==> src/rtl/timer_master.sv <==
// timer_master: drives a 16-bit timer's register bus to time a delay.
// Optional feature macro: TIMER_MASTER_PERIODIC_EN (auto-reload runs).
module timer_master (
  input  logic        clk,
  input  logic        rst_n,
  input  logic        start,
  input  logic        abort,
`ifdef TIMER_MASTER_PERIODIC_EN
  input  logic        periodic,
`endif
  input  logic [15:0] delay,
  output logic        busy,
  output logic        done,
  output logic [1:0]  addr,
  output logic [7:0]  dbw,
  output logic        we,
  input  logic [7:0]  dbr
);

  typedef enum logic [3:0] {
    S_IDLE,
    S_CLR,
    S_LO,
    S_HI,
    S_ARM,
    S_SETTLE,
    S_POLL,
    S_STOP,
    S_DONE
  } state_e;

  state_e      state_q, state_d;
  logic [15:0] delay_q, delay_d;
  logic        aborted_q, aborted_d;
  logic        periodic_q, periodic_d;

  logic        busy_d, done_d, we_d;
  logic [1:0]  addr_d;
  logic [7:0]  dbw_d;

  logic        shot;
  logic        req_periodic;
  logic        dbr_unused;

  assign shot       = dbr[7];
  assign dbr_unused = ^dbr[6:0];

`ifdef TIMER_MASTER_PERIODIC_EN
  assign req_periodic = periodic;
`else
  assign req_periodic = 1'b0;
`endif

  // Next-state: sequence the bus transactions, abort diverts to STOP.
  always_comb begin
    state_d    = state_q;
    delay_d    = delay_q;
    aborted_d  = aborted_q;
    periodic_d = periodic_q;
    unique case (state_q)
      S_IDLE: begin
        if (start && !abort) begin
          state_d    = S_CLR;
          delay_d    = delay;
          aborted_d  = 1'b0;
          periodic_d = req_periodic;
        end
      end
      S_CLR, S_LO, S_HI, S_ARM, S_SETTLE: begin
        if (abort) begin
          state_d   = S_STOP;
          aborted_d = 1'b1;
        end else begin
          unique case (state_q)
            S_CLR:   state_d = S_LO;
            S_LO:    state_d = S_HI;
            S_HI:    state_d = S_ARM;
            S_ARM:   state_d = S_SETTLE;
            default: state_d = S_POLL;
          endcase
        end
      end
      S_POLL: begin
        if (abort) begin
          state_d   = S_STOP;
          aborted_d = 1'b1;
        end else if (shot) begin
          state_d = periodic_q ? S_CLR : S_STOP;
        end
      end
      S_STOP: begin
        state_d = aborted_q ? S_IDLE : S_DONE;
      end
      S_DONE: begin
        state_d = S_IDLE;
      end
      default: begin
        state_d = S_IDLE;
      end
    endcase
  end

  // Output decode from the next state so every output is a flop.
  always_comb begin
    busy_d = (state_d != S_IDLE);
    done_d = 1'b0;
    we_d   = 1'b0;
    addr_d = 2'd0;
    dbw_d  = 8'h00;
    unique case (state_d)
      S_CLR: begin
        we_d   = 1'b1;
        addr_d = 2'd2;
        done_d = (state_q == S_POLL);
      end
      S_LO: begin
        we_d   = 1'b1;
        addr_d = 2'd0;
        dbw_d  = delay_d[7:0];
      end
      S_HI: begin
        we_d   = 1'b1;
        addr_d = 2'd1;
        dbw_d  = delay_d[15:8];
      end
      S_ARM: begin
        we_d   = 1'b1;
        addr_d = 2'd2;
        dbw_d  = 8'h01;
      end
      S_SETTLE, S_POLL: begin
        addr_d = 2'd2;
      end
      S_STOP: begin
        we_d   = 1'b1;
        addr_d = 2'd2;
      end
      S_DONE: begin
        done_d = 1'b1;
      end
      default: begin
        done_d = 1'b0;
      end
    endcase
  end

  // State, run context and registered bus outputs.
  always_ff @(posedge clk or negedge rst_n) begin
    if (!rst_n) begin
      state_q    <= S_IDLE;
      delay_q    <= 16'h0000;
      aborted_q  <= 1'b0;
      periodic_q <= 1'b0;
      busy       <= 1'b0;
      done       <= 1'b0;
      we         <= 1'b0;
      addr       <= 2'd0;
      dbw        <= 8'h00;
    end else begin
      state_q    <= state_d;
      delay_q    <= delay_d;
      aborted_q  <= aborted_d;
      periodic_q <= periodic_d;
      busy       <= busy_d;
      done       <= done_d;
      we         <= we_d;
      addr       <= addr_d;
      dbw        <= dbw_d;
    end
  end

endmodule
==> config.mk <==
export PLATFORM = sky130hd
export DESIGN_NAME = timer_master
export DESIGN_NICKNAME = d
export VERILOG_FILES = /design/src/rtl/timer_master.sv
export SDC_FILE = /design/constraint.sdc
export NUM_CORES = 1
export LEC_CHECK = 0
export CELL_PAD_IN_SITES_DETAIL_PLACEMENT = 1
export CELL_PAD_IN_SITES_GLOBAL_PLACEMENT = 2
export CORE_MARGIN = 4
export CORE_UTILIZATION = 28
export DETAILED_ROUTE_END_ITERATION = 8
export GPL_TIMING_DRIVEN = 0
export PLACE_DENSITY_LB_ADDON = 0.1
export SETUP_SLACK_MARGIN = 0.02
export SLEW_MARGIN = 0
export SYNTH_ARGS = -nofsm -noshare
export SYNTH_HDL_FRONTEND = slang
export SYNTH_SLANG_ARGS = --single-unit
==> constraint.sdc <==
create_clock -name clk -period 1.7 [get_ports clk]
set_input_delay 0.51 -clock clk [delete_from_list [all_inputs] [get_ports clk]]
set_output_delay 0.51 -clock clk [all_outputs]
set_load 0.05 [all_outputs]
=== Yosys cells after proc, flatten, opt, wreduce, memory -nomap -nowiden ===
Cells that the tools add are included.

* Bits in writable memories: 0
* Register bits after elaboration: 34
* Word-level logic and storage cells: 51
* Latch bits: 0
* Bits in read-only memories: 0
* Memories: 0

* Multiply operators: 0
* $lt $le $gt $ge: 0
* Bitwise operators: 0
* Add/sub/neg operators: 0
* Div/mod/pow operators: 0
* Reductions and logical operators: 10
* Shift-type cells: 0
* Muxes and demuxes: 16
* Equality and inequality tests: 17

{| class="wikitable"
|+ Operators with widths
! cell !! number
|-
| $eq 4x3->1 const B || 8
|-
| $mux 16 || 2
|-
| $pmux 8 s3 || 1
|-
| $eq 4x2->1 const B || 4
|-
| $mux 4 || 4
|-
| $pmux 4 s4 || 1
|-
| $reduce_or 5->1 || 3
|-
| $pmux 3 s4 || 1
|-
| $eq 4x1->1 const B || 2
|-
| $reduce_or 6->1 || 1
|-
| $eq 4x4->1 const B || 1
|-
| $logic_not 4->1 || 1
|-
| $pmux 1 s2 || 2
|-
| $pmux 2 s2 || 1
|-
| $reduce_bool 4->1 || 1
|-
| $mux 1 || 3
|-
| $mux 3 || 1
|-
| $reduce_and 3->1 || 1
|-
| $ne 2x1->1 const B || 1
|-
| $ne 2x2->1 const B || 1
|-
| $reduce_bool 2->1 || 1
|-
| $logic_and 1x1->1 || 1
|-
| $logic_not 1->1 || 1
|}

=== Depth between registers and ports, before layout ===
Gate-level depths: netlist of run 1.

* Depth in word-level cells: 7
* Depth in mapped cells: 6
* Mapped depth without buffers: 5

=== Least setup slack after synthesis of run 1 ===
OpenSTA, ideal clock, no wires.

* Path type: input -> register
* From: input abort
* To: register dbw[1]
* Path buffers: 1
* Stages on the path: 5
* Slack: -0.194 ns
* Arrival: 1.773 ns
* Library setup time: 0.120 ns
* Cells stage by stage: or3_1 -> nor2_4 -> buf_6 -> mux2_4 -> o211a_1

* Elaborated cells between the ends (all ways): 12
* Classes of those cells: eq/ne (3); mux (7); reduce/logical (2)

{| class="wikitable"
|+ RTL lines
! what !! RTL line !! source
|-
| from (decl) || 7 || <nowiki>input logic abort,</nowiki>
|-
| $logic_not 1->1 || 62 || <nowiki>if (start && !abort) begin</nowiki>
|-
| $logic_and 1x1->1 || 62 ||
|-
| $mux 16 || 62 ||
|-
| $mux 16 || 60 || <nowiki>unique case (state_q)</nowiki>
|-
| named net delay_d[9] || 33 || <nowiki>logic [15:0] delay_q, delay_d;</nowiki>
|-
| $pmux 8 s3 || 110 || <nowiki>unique case (state_d)</nowiki>
|-
| named net dbw_d[1] || 39 || <nowiki>logic [7:0] dbw_d;</nowiki>
|-
| to (signal assigned) || 168 || <nowiki>dbw <= dbw_d;</nowiki>
|-
| to (decl) || 15 || <nowiki>output logic [7:0] dbw,</nowiki>
|}

The timed path passes the listed nets, and every way through them passes these cells.
A chain may end at the register's enable or synchronous reset.

=== Worst setup path in the final report of run 1 ===
* From: register state_q[0]
* To: register dbw[6]

* Elaborated cells between the ends (all ways): 20
* Classes of those cells: eq/ne (10); mux (8); reduce/logical (2)

{| class="wikitable"
|+ RTL lines
! what !! RTL line !! source
|-
| from (decl) || 32 || <nowiki>state_e state_q, state_d;</nowiki>
|-
| from (signal assigned) || 160 || <nowiki>state_q <= state_d;</nowiki>
|-
| $logic_not 4->1 || 60 ||
|-
| $mux 16 || 60 ||
|-
| named net delay_d[14] || 33 ||
|-
| $pmux 8 s3 || 110 ||
|-
| named net dbw_d[6] || 39 ||
|}

The timed path passes the listed nets, and every way through them passes these cells.

==> results of run 1 <==
[per-layer routing]
layer / GRT usage / vias up / wire (µm)
met4: 0.0357 / 0 / 25
li1: - / 588 / -
met3: 0.0377 / 2 / 188
met1: 0.155 / 629 / 1820
met5: 0 / - / 0
met2: 0.235 / 24 / 2170
[cells by family after synthesis]
| family | count (synthesis) | synth area share |
|---|---|---|
| flip-flops | 34 | 0.536 |
| XOR/XNOR | 2 | 0.0110 |
| multiplexers | 8 | 0.0733 |
| AO/OA/AOI/OAI | 20 | 0.130 |
| buffers and inverters | 11 | 0.0489 |
| AND/OR/NAND/NOR | 59 | 0.201 |
[critical path, stage by stage, from the launching register on]
cell	delay [ns]
dfrtp_1	0.39
buf_6	0.13
or3b_4	0.41
nor2_4	0.17
buf_8	0.17
mux2_4	0.31
o211a_1	0.23
[through the flow]
| step | power (W) | hold WS, ns |
|---|---|---|
| 3_5_place_dp | 0.00315 | 0.462 |
| 3_3_place_gp | 0.00312 | 0.455 |
| 4_1_cts | 0.00436 | 0.326 |
| 5_1_grt | 0.00468 | 0.365 |
| 2_1_floorplan | 0.00261 | 0.214 |
| 6_report | 0.00438 | 0.307 |
[flip-flops by register name, indices dropped and copies added, names as in the netlist]
register and flops:
state_q 4, done 1, busy 1, we 1
delay_q 16, aborted_q 1, dbw 8, addr 2
[cells in the final DEF (no fill, tap or decap), types with 2 or more instances in the layout]
| cell | instances |
|---|---|
| a2111oi_4 | 2 |
| a211o_1 | 2 |
| clkbuf_8 | 5 |
| o21ai_0 | 2 |
| dlygate4sd2_1 | 9 |
| buf_4 | 17 |
| clkdlybuf4s50_1 | 17 |
| buf_6 | 8 |
| inv_1 | 3 |
| nor3b_1 | 3 |
| clkbuf_2 | 2 |
| a21oi_1 | 2 |
| nor2b_1 | 2 |
| clkdlybuf4s15_1 | 4 |
| nand2_1 | 27 |
| o211a_1 | 7 |
| dfrtp_1 | 34 |
| nand2b_1 | 3 |
| mux2_4 | 8 |
| or4_1 | 7 |
| nor2_1 | 5 |
| buf_2 | 3 |
| bufinv_16 | 2 |
[worst paths after layout]
check                                           from  cells past startpoint  slack [ns]                    to
worst min register to register  delay_q[4]$_DFF_PN0_                      2        0.47  delay_q[4]$_DFF_PN0_
worst max-delay path            state_q[0]$_DFF_PN0_                      6       -0.22      dbw[6]$_DFF_PN0_
worst min-delay path                           rst_n                      1        0.31      dbw[0]$_DFF_PN0_
max in group asynchronous                      rst_n                      1        0.89  delay_q[7]$_DFF_PN0_
worst max register to register  state_q[0]$_DFF_PN0_                      6       -0.22      dbw[6]$_DFF_PN0_
min in group clk                delay_q[4]$_DFF_PN0_                      2        0.47  delay_q[4]$_DFF_PN0_
[power by group through the flow]
stage	clock network [W]	logic (W)	registers [W]
finish	0.000896	0.00227	0.00121
global route	0.000959	0.00247	0.00125
CTS	0.000926	0.00222	0.00122
detailed placement	0	0.00191	0.00124
global placement	0	0.00189	0.00123
floorplan	0	0.00110	0.00151
[area by class of cell]
type / instances / area (µm²)
clock inverter: 3 / 68.8
timing repair buffer: 53 / 465
buffer: 8 / 81.3
sequential: 34 / 851
fill: 624 / 3180
multi-input combinational: 89 / 686
clock buffer: 5 / 68.8
tap: 72 / 90.1
inverter: 3 / 11.3
[timing repair]
item / 4_1_cts / 5_1_grt
pin swaps: 6 / 1
gates resized for setup: 30 / 8
cloned: 1 / 0
buffers inserted: 16 / 3
endpoints found under the setup margin: 43 / 33
==> run_results.csv, run 1 <==
group,metric,value,unit
outcome,run_status,"finished with violations",
outcome,violations,"setup timing",
setup_path,crit_arrival,2.09,ns
hold_path,hold_path.class,"input pin to async pin",
sta,fmax,521,MHz
yosys,syn_avg_cell_area,11.8,µm²
yosys,syn_area,1590,µm²
setup_path,worst-setup-path-type,"flip-flop to flip-flop",
yosys,synth_cells,134,
yosys,synthArstFlopShare,1.00,
global_routing,grt_pass1_vias,1396,
power,power_switching_share,0.372,
sta,setup_ws,-0.220,ns
clocking,cts_max_level,2,
power,powerDensity,1890,nW/µm²
power,clkPwrFrac,0.204,
floorplan,die_x,83.3,µm
placement,dp_hpwl,2720,µm
floorplan,die_h,83.3,µm
yosys,synthTopCellsByCount,"dfrtp_1 (34), nand2_1 (28), mux2_4 (7), o211a_1 (7), or4_1 (7)",
clocking,clock_latency,0.28,ns
sta,finalHoldViolCount,0,
placement,io_buffers,33,
route,drtIter0Drc,41,
setup_path,critPathMaxFanout,7,
yosys,netlist_top_cells_area,"dfrtp_1 (54%), mux2_4 (6.6%), nand2_1 (6.6%), o211a_1 (4.4%), a2111oi_4 (3.5%)",
clocking,cts_buffers,5,
route,antenna_left,0,
power,seqPwrFrac,0.277,
yosys,yosysWarnings,0,
clocking,cts.clk_slew.worst_paths,0.07,ns
power,ir_drop,0.571,mV
setup_path,cp.required,1.87,ns
sta,max_slew.worst_pin.slew,0.790,ns
clocking,cts_buffer_depth,2,
floorplan,dieArea,6940,µm²
sta,finalCriticalPeriod,1.92,ns
final_layout,finish.utilization,0.422,
global_routing,overflow,0,
placement,dp_slack,-0.933,ns
placement,place_area,2010,µm²
clocking,cts_num_sinks,34,
power,combPwrFrac,0.519,
yosys,yosysTopAreaCell,"dfrtp_1",
sta,setup_viol_count_final,9,
floorplan,rows,27,
power,p_leak,1.17,nW
global_routing,grt_start_max_net_pins,35,
yosys,ys.flop_type,"dfrtp_1",
yosys,synth.top_cell.area_share,0.536,
yosys,synth-seq-cells,34,
placement,dp.cells,239,
route,vias_per_cell,4.66,
route,drc,0,
yosys,ys_seq_area_frac,0.536,
power,intPower,0.00276,W
yosys,synth_edf_count,0,
floorplan,start_util,0.288,
final_layout,layoutNonFillerInstCount,267,
final_layout,diodes,0,
sta,finalClockSkew,0.00771,ns
global_routing,grtUsageTotal,0.132,
placement,gp_congestion,0.762,
global_routing,antenna_found_initial,0,
sta,max_slew_margin,0.473,
setup_path,crit_path_end_kind,"flip-flop",
route,dr_total_vias,1243,
yosys,synth_nets,162,
clocking,ctsHoldBuffers,0,
run,drv_cap,0,
clocking,cts_tree,"yes",
global_routing,grt_pass1_wl,7270,µm
final_layout,nets,222,
power,switching_power,0.00163,W
route,wl,4200,µm
route,post_drt_wl_per_cell,15.7,µm
sta,period_share,1.13,
floorplan,core_region_area,5510,µm²
yosys,synth_most_common_cell,"dfrtp_1",
final_layout,syn_to_final_growth,46.3,%
final_layout,drive_above_1_share,0.303,
sta,tns,-1.48,ns
route,drt_first_pass_iters,4,
yosys,yosysUniqueCellTypes,35,
clocking,clockRootBuffer,"clkbuf_8",
sta,grt_setup_unrepaired,"yes",
setup_path,cp-start-kind,"flip-flop",
final_layout,final_area,2320,µm²
floorplan,ios,41,
sta,drv_slew,0,
(Power assumes the default switching activity.)
==> inputs of run 2 (changes only) <==
--- a/config.mk
+++ b/config.mk
@@ -11,7 +11,9 @@
 export CORE_UTILIZATION = 28
 export DETAILED_ROUTE_END_ITERATION = 8
 export GPL_TIMING_DRIVEN = 0
+export MAX_ROUTING_LAYER = met4
 export PLACE_DENSITY_LB_ADDON = 0.1
+export REMOVE_ABC_BUFFERS = 1
 export SETUP_SLACK_MARGIN = 0.02
 export SLEW_MARGIN = 0
 export SYNTH_ARGS = -nofsm -noshare
==> run_results.csv, run 2 (same netlist as run 1, synthesis figures left out) <==
group,metric,value,unit
setup_path,cp_slowest_cell,"dfrtp_2",
placement,io_buffers,33,
sta,tns,-1.33,ns
sta,setup_viol_count_final,9,
run,drv_cap,0,
clocking,cts.clk_slew.worst_paths,0.08,ns
placement,gp_congestion,0.712,
power,powerDensity,1820,nW/µm²
sta,drv_slew,0,
final_layout,diodes,0,
outcome,run_status,"finished with violations",
hold_path,hold_path.class,"input pin to async pin",
global_routing,grtUsageTotal,0.140,
clocking,clockRootBuffer,"clkbuf_8",
route,antenna_left,0,
sta,grt_setup_unrepaired,"yes",
setup_path,crit_path_end_kind,"flip-flop",
clocking,ctsHoldBuffers,0,
route,drtIter0Drc,17,
setup_path,cp.required,1.88,ns
sta,finalCriticalPeriod,1.87,ns
floorplan,rows,27,
final_layout,finish.utilization,0.418,
floorplan,core_region_area,5510,µm²
sta,max_slew.worst_pin.slew,0.750,ns
floorplan,start_util,0.288,
final_layout,nets,218,
route,drc,0,
setup_path,worstReg2RegEnd,"dbw[2]$_DFF_PN0_",
sta,max_slew_margin,0.500,
floorplan,die_x,83.3,µm
global_routing,grt_pass1_vias,1421,
final_layout,syn_to_final_growth,45.1,%
sta,period_share,1.10,
floorplan,die_h,83.3,µm
route,vias_per_cell,4.74,
final_layout,reg.largest.list,"delay_q: 16 flops, dbw: 8 flops, state_q: 4 flops",
route,drt_first_pass_iters,3,
clocking,cts_max_level,2,
final_layout,drive_above_1_share,0.340,
setup_path,cp_slowest_stage_delay,0.46,ns
setup_path,worst-setup-path-type,"flip-flop to flip-flop",
route,post_drt_wl_per_cell,16.7,µm
setup_path,path_cells,"or3_4 > nor2_4 > buf_6 > mux2_4 > o211a_1",
final_layout,layout_commonest_cell,"dfrtp_1",
global_routing,overflow,0,
clocking,clock_latency,0.29,ns
final_layout,layoutNonFillerInstCount,263,
power,ir_drop,0.514,mV
setup_path,crit_arrival,2.05,ns
floorplan,dieArea,6940,µm²
setup_path,worst_r2r_path_depth,5,
setup_path,r2r_slack,-0.17,ns
setup_path,endpoint,"dbw[2]$_DFF_PN0_",
setup_path,critPathMaxFanout,6,
placement,dp_hpwl,2530,µm
clocking,cts_num_sinks,34,
setup_path,crit_start,"state_q[2]$_DFF_PN0_",
global_routing,antenna_found_initial,0,
power,p_leak,1.15,nW
sta,setup_ws,-0.171,ns
floorplan,ios,41,
route,wl,4400,µm
sta,fmax,534,MHz
global_routing,grt_pass1_wl,7490,µm
final_layout,largest-register,"delay_q",
sta,finalHoldViolCount,0,
final_layout,largest_reg_flops,16,
final_layout,final_cell_mix,"dfrtp_1 (30), nand2_1 (26), clkdlybuf4s50_1 (16)",
placement,dp.cells,231,
clocking,cts_buffers,5,
setup_path,cp-start-kind,"flip-flop",
sta,finalClockSkew,0.00850,ns
clocking,cts_tree,"yes",
route,dr_total_vias,1247,
global_routing,grt_start_max_net_pins,35,
setup_path,r2r_start,"state_q[2]$_DFF_PN0_",
outcome,violations,"setup timing",
clocking,cts_buffer_depth,2,
==> run 2: timing repair <==
item                       in CTS  in global routing
resized for setup              42                 12
setup buffers                  17                  5
setup endpoints to repair      43                 32
cloned                          2                  0
pin swaps                       6                  5
==> run 2: worst min path at each step <==
stage,start,endpoint,slack (ns)
finish,rst_n,delay_q[2]$_DFF_PN0_,0.29
global route,rst_n,dbw[2]$_DFF_PN0_,0.36
CTS,rst_n,dbw[2]$_DFF_PN0_,0.33
detailed placement,delay_q[7]$_DFF_PN0_,delay_q[7]$_DFF_PN0_,0.46
global placement,delay_q[2]$_DFF_PN0_,delay_q[2]$_DFF_PN0_,0.45
floorplan,rst_n,aborted_q$_DFFE_PN0P_,0.21
==> run 2: layout make-up <==
type / count / area, µm²
clock buffers: 6 / 82.6
well taps: 72 / 90.1
repair buffers: 56 / 533
flip-flops and latches: 34 / 856
clock inverters: 2 / 12.5
multi-input cells: 90 / 718
fillers: 611 / 3200
inverters: 3 / 11.3
==> run 2: critical path: cells and delay by family (launching register included) <==
family	cells	cell delay, ns
AOI/OAI and AO/OA	1	0.21
DFF	1	0.46
and+or+nand+nor	2	0.63
buffers and inverters	1	0.16
muxes	1	0.30
==> run 2: report_power, final <==
| part | switching (W) | internal, W | total, W |
|---|---|---|---|
| logic | 0.00123 | 0.00107 | 0.00230 |
| registers | 0.000143 | 0.00111 | 0.00126 |
| clock network | 0.000304 | 0.000326 | 0.000630 |
==> run 2: per-layer routing <==
metal | wire, µm | up-vias | GRT usage
li1 | - | 588 | -
met1 | 2040 | 634 | 0.175
met2 | 2210 | 23 | 0.227
met3 | 134 | 2 | 0.0347
met4 | 21 | 0 | 0.0357
met5 | 0 | - | -
==> run 2: through the flow <==
step	power, W	hold WS [ns]	area, µm²	worst slack, ns
CTS	0.00409	0.327	2250	-0.186
finish	0.00418	0.289	2300	-0.171
detailed placement	0.00301	0.460	1940	-1.39
global route	0.00448	0.359	2300	-0.220
floorplan	0.00248	0.214	1520	-0.388
global placement	0.00297	0.449	1940	-1.34
==> inputs of run 3 (changes only) <==
--- a/config.mk
+++ b/config.mk
@@ -9,8 +9,10 @@
 export CELL_PAD_IN_SITES_GLOBAL_PLACEMENT = 2
 export CORE_MARGIN = 4
 export CORE_UTILIZATION = 28
+export CTS_CLUSTER_DIAMETER = 60
 export DETAILED_ROUTE_END_ITERATION = 8
 export GPL_TIMING_DRIVEN = 0
+export HOLD_SLACK_MARGIN = 0.15
 export MAX_ROUTING_LAYER = met4
 export PLACE_DENSITY_LB_ADDON = 0.1
 export REMOVE_ABC_BUFFERS = 1
==> results of run 3 <==
The final DEF is identical to that of run 2; final timing and power are the same.
